===== src/rtl/down_cnt_pkg.sv =====
// Shared definitions for the down counter: FSM state encoding and default width.
// The autoreload variant of the counter is selected with DOWN_CNT_AUTORELOAD_EN.
package down_cnt_pkg;

  localparam int DEFAULT_WIDTH = 4;

  typedef enum logic {
    IDLE = 1'b0,
    RUN  = 1'b1
  } cnt_state_e;

endpackage


===== src/rtl/t_ff_sync.sv =====
// Single toggle flop with synchronous active-high reset and a parallel load.
// Priority is reset > load > toggle.
module t_ff_sync (
  input  logic clk,
  input  logic reset,
  input  logic T,
  input  logic D_load,
  input  logic load,
  output logic Q
);

  logic q_q;
  logic q_d;

  always_comb begin
    q_d = q_q;
    if (load) begin
      q_d = D_load;
    end else if (T) begin
      q_d = ~q_q;
    end
  end

  always_ff @(posedge clk) begin
    if (reset) begin
      q_q <= 1'b0;
    end else begin
      q_q <= q_d;
    end
  end

  assign Q = q_q;

endmodule


===== src/rtl/down_counter_nbit.sv =====
// Loadable N-bit down counter/timer built from toggle flops with a borrow chain.
// Define DOWN_CNT_AUTORELOAD_EN for periodic mode (reload instead of stopping at 0).
//
// Handshake: no valid/ready; load (highest after reset) and en are sampled at
// every rising edge, and all outputs are registered so they change only there.
module down_counter_nbit
  import down_cnt_pkg::*;
#(
  parameter int N = DEFAULT_WIDTH
) (
  input  logic         clk,
  input  logic         reset,
  input  logic         load,
  input  logic [N-1:0] load_val,
  input  logic         en,
  output logic [N-1:0] Q,
  output logic         tc,
  output logic         busy
);

  cnt_state_e   state_q;
  cnt_state_e   state_d;
  logic         tc_q;
  logic         tc_d;
  logic [N-1:0] cnt;
  logic [N-1:0] t_en;
  logic [N-1:0] ld_val;
  logic         ld_all;
  logic         dec;
  logic         at_one;

  assign dec    = (state_q == RUN) & en & ~load;
  assign at_one = (cnt == N'(1));

`ifdef DOWN_CNT_AUTORELOAD_EN
  logic [N-1:0] reload_q;
  logic [N-1:0] reload_d;

  assign reload_d = load ? load_val : reload_q;

  always_ff @(posedge clk) begin
    if (reset) begin
      reload_q <= '0;
    end else begin
      reload_q <= reload_d;
    end
  end

  // Terminal count reloads the period through the flops' load path.
  assign ld_all = load | (dec & at_one);
  assign ld_val = load ? load_val : reload_q;
`else
  assign ld_all = load;
  assign ld_val = load_val;
`endif

  // Borrow chain: bit i toggles when decrementing and all lower bits are 0.
  always_comb begin
    t_en[0] = dec;
    for (int i = 1; i < N; i++) begin
      t_en[i] = t_en[i-1] & ~cnt[i-1];
    end
  end

  for (genvar g = 0; g < N; g++) begin : g_bit
    t_ff_sync u_tff (
      .clk   (clk),
      .reset (reset),
      .T     (t_en[g]),
      .D_load(ld_val[g]),
      .load  (ld_all),
      .Q     (cnt[g])
    );
  end

  // State and terminal-count registers.
  always_ff @(posedge clk) begin
    if (reset) begin
      state_q <= IDLE;
      tc_q    <= 1'b0;
    end else begin
      state_q <= state_d;
      tc_q    <= tc_d;
    end
  end

  always_comb begin
    state_d = state_q;
    tc_d    = 1'b0;
    if (load) begin
      state_d = (load_val != '0) ? RUN : IDLE;
    end else if (dec && at_one) begin
      tc_d = 1'b1;
`ifdef DOWN_CNT_AUTORELOAD_EN
      state_d = RUN;
`else
      state_d = IDLE;
`endif
    end
  end

  always_comb begin
    busy = (state_q == RUN);
    tc   = tc_q;
    Q    = cnt;
  end

endmodule


===== config.mk =====
export PLATFORM = sky130hd
export DESIGN_NAME = down_counter_nbit
export DESIGN_NICKNAME = d
export VERILOG_FILES = /design/src/rtl/down_cnt_pkg.sv /design/src/rtl/t_ff_sync.sv /design/src/rtl/down_counter_nbit.sv
export SDC_FILE = /design/constraint.sdc
export NUM_CORES = 1
export LEC_CHECK = 0
export ABC_CLOCK_PERIOD_IN_PS = 1300
export CAP_MARGIN = 10
export CORE_AREA = 2 2 39 41
export CTS_BUF_LIST = sky130_fd_sc_hd__clkbuf_16
export DETAILED_ROUTE_END_ITERATION = 16
export DIE_AREA = 0 0 41 43
export MAX_ROUTING_LAYER = met4
export PLACE_DENSITY_LB_ADDON = 0.15
export SETUP_SLACK_MARGIN = 0.05
export SLEW_MARGIN = 20
export SYNTH_ARGS = -nofsm -noshare
export SYNTH_HDL_FRONTEND = slang
export SYNTH_SLANG_ARGS = --single-unit

===== constraint.sdc =====
create_clock -name clk -period 1.3 [get_ports clk]
set_clock_uncertainty 0.05 [all_clocks]
set_input_delay 0.325 -clock clk [delete_from_list [all_inputs] [get_ports clk]]
set_output_delay 0.325 -clock clk [all_outputs]
set_load 0.01 [all_outputs]

==> impl_metrics.ini <==
[outcome]
run_status = completed

[global_routing]
grt_pass1_wl_mm = 1.22
antenna_found_initial = 0
grtUsageMet2 = 0.163
grt.met3_usage = 0.0471
grt_pass1_vias = 313
grt_util_all_layers = 0.107
grt_max_degree = 11
grtUsageMet1 = 0.109
grt_overflow_total = 0
busiest_layer = met2

[route]
dr.pass1.iters = 4
drc = 0
drtIter0Drc = 2
ant_nets = 0
totalWireLength_um = 690
vias = 318
via_per_inst = 4.54
wl_per_cell_um = 9.86

[power]
ir_worst_vdd_v = 0.000647
leakage_nw = 0.246
power_density_nw_per_um2 = 1450

[worst_setup_path]
critPathRequiredTime_ns = 1.35
cp_slowest_cell = or4b_4
setup.worst_path.end = busy$_SDFFE_PP0P_
critical_path_class = in -> reg
endpoint_kind = flip-flop
cp-startpoint = load
reg2reg_slack_ns = 0.09
cpPeakStageDelay_ns = 0.52
startpoint_type = input pin
path_cells = dlygate4sd2_1 > or4b_4 > nor3_2 > nor4_1
worstSetupPathDepth = 4
reg2reg_depth = 3
reg2reg_from = g_bit[3].u_tff.Q$_SDFFE_PP0P_
crit_buf_inv = 1
critPathMaxFanout = 2
r2r_end = busy$_SDFFE_PP0P_
crit_family = simple AND/OR/NAND/NOR gates
arrival_ns = 1.26

[yosys]
synth_cell_type_count = 20
synth_area_leaders = dfxtp_1, buf_4, inv_1
synth-seq-cells = 6
synth_top_area_cell = dfxtp_1
synth_area_um2 = 345
synth.top_cell.area_share = 0.348
yosysSeqAreaShare = 0.348
ys_warn_count = 0
synth_nets = 46
syn_area_per_cell_um2 = 9.09
postSynthCellCount = 38

[clocking]
clkTransAtPathRegs_ns = 0.03
cts_setup_buffers = 0
cts_inserted_buffers = 3
root_buffer = clkbuf_16
cts_tree = yes
htreeDepth = 1
clk_path_buf_depth = 2
clock_latency_ns = 0.22
clock-sinks = 6
holdBufCountCts = 0

[die]
fp.coreArea_um2 = 1380
fp.dieArea_um2 = 1760
die_h_um = 43
rows = 14
initial_core_util = 0.250
die_w_um = 41
ios = 14

[min_path]
holdCritPathClass = in -> reg

[final_layout]
final_cell_mix = inv_1, clkdlybuf4s50_1, buf_4, dfxtp_1, dlygate4sd2_1
synthToLayoutAreaGrowth_pct = 62.0
n_fill_cell = 145
nNetsFinal = 64
multi_input_area_um2 = 175
diodes = 0
area.sequential_um2 = 123
drive_gt1_frac = 0.352

[timing]
rsz0062_at_grt = false
hold_slack_ns = 0.477
timing.fmax_mhz = 828
finalCritPeriodShare = 0.929
min_period_ns = 1.21
slew_headroom = 0.829
fin_setup_tns_ns = 0
setup_viol = 0
finalHoldViolations = 0
finalMaxSlewViolations = 0
worstMarginPinSlew_ns = 0.256

[place]
dp_hpwl_um = 558
port_buffers = 13
finalWeightedCongestion = 0.671

[job]
drv_cap = 0
stage by stage:
step / utilization / area (µm²) / power, mW / setup WS (ns) / cells
floorplan: - / 345 / 0.277 / 0.136 / 38
global placement: 0.358 / 495 / 0.333 / -0.284 / 67
detailed placement: 0.358 / 495 / 0.334 / -0.297 / 67
CTS: 0.405 / 561 / 0.822 / 0.00867 / 70
global route: 0.404 / 559 / 0.856 / 0.0579 / 70
finish: 0.404 / 559 / 0.810 / 0.0923 / 70
cell type report:
cell class | instances | area share
clock buffers | 3 | 0.134
well taps | 16 | 0.0358
repair buffers | 18 | 0.264
multi-input cells | 22 | 0.313
inverters | 5 | 0.0336
flip-flops and latches | 6 | 0.219
cells in the mapped netlist (all sizes together):
library cell,instances
a21boi,1
a21oi,3
a221oi,1
and3,1
and4bb,1
buf,5
dfxtp,6
inv,5
nand2,1
nor2,2
nor3,2
nor3b,1
nor4,2
o21a,2
o21ai,1
o31a,1
or4b,1
xnor2,2
report_power, final:
group          internal [mW]  switching, mW
Combinational         0.0647         0.0469
Clock                  0.394         0.0937
Sequential             0.199         0.0110
cells by family after synthesis:
| logic type | count (synthesis) | share of synthesized area |
|---|---|---|
| buffers and inverters | 10 | 0.163 |
| xor gates and xnor gates | 2 | 0.0507 |
| DFF | 6 | 0.348 |
| AOI/OAI and AO/OA | 9 | 0.174 |
| and+or+nand+nor | 11 | 0.265 |
timing repair:
item                                    in CTS  in global routing
pin swaps                                    2                  1
resized for setup                            8                 10
endpoints found under the setup margin      11                  8
how the worst min path moves through the flow:
stage	from	to	slack, ns	cells past startpoint
2_1_floorplan	reset	tc$_SDFF_PP0_	0.35	1
3_3_place_gp	g_bit[1].u_tff.Q$_SDFFE_PP0P_	tc$_SDFF_PP0_	0.49	2
3_5_place_dp	g_bit[1].u_tff.Q$_SDFFE_PP0P_	tc$_SDFF_PP0_	0.50	2
4_1_cts	load	tc$_SDFF_PP0_	0.48	3
5_1_grt	load	tc$_SDFF_PP0_	0.49	3
6_report	load	tc$_SDFF_PP0_	0.48	3
routing by layer:
metal  share of wire  vias up
met2            0.47       14
met4               0        0
met3           0.072        0
met5               0        -
met1            0.46      143
li1                -      161
flip-flops by register name, summed over array words and instances (netlist names):
signal         count
busy               1
g_bit.u_tff.Q      4
tc                 1
worst min-delay path: cells and delay by family:
kind                   cells  cell delay (ns)
buffers and inverters      1             0.21
and+or+nand+nor            2             0.17
Note: power is estimated with default switching activity, not from simulation.
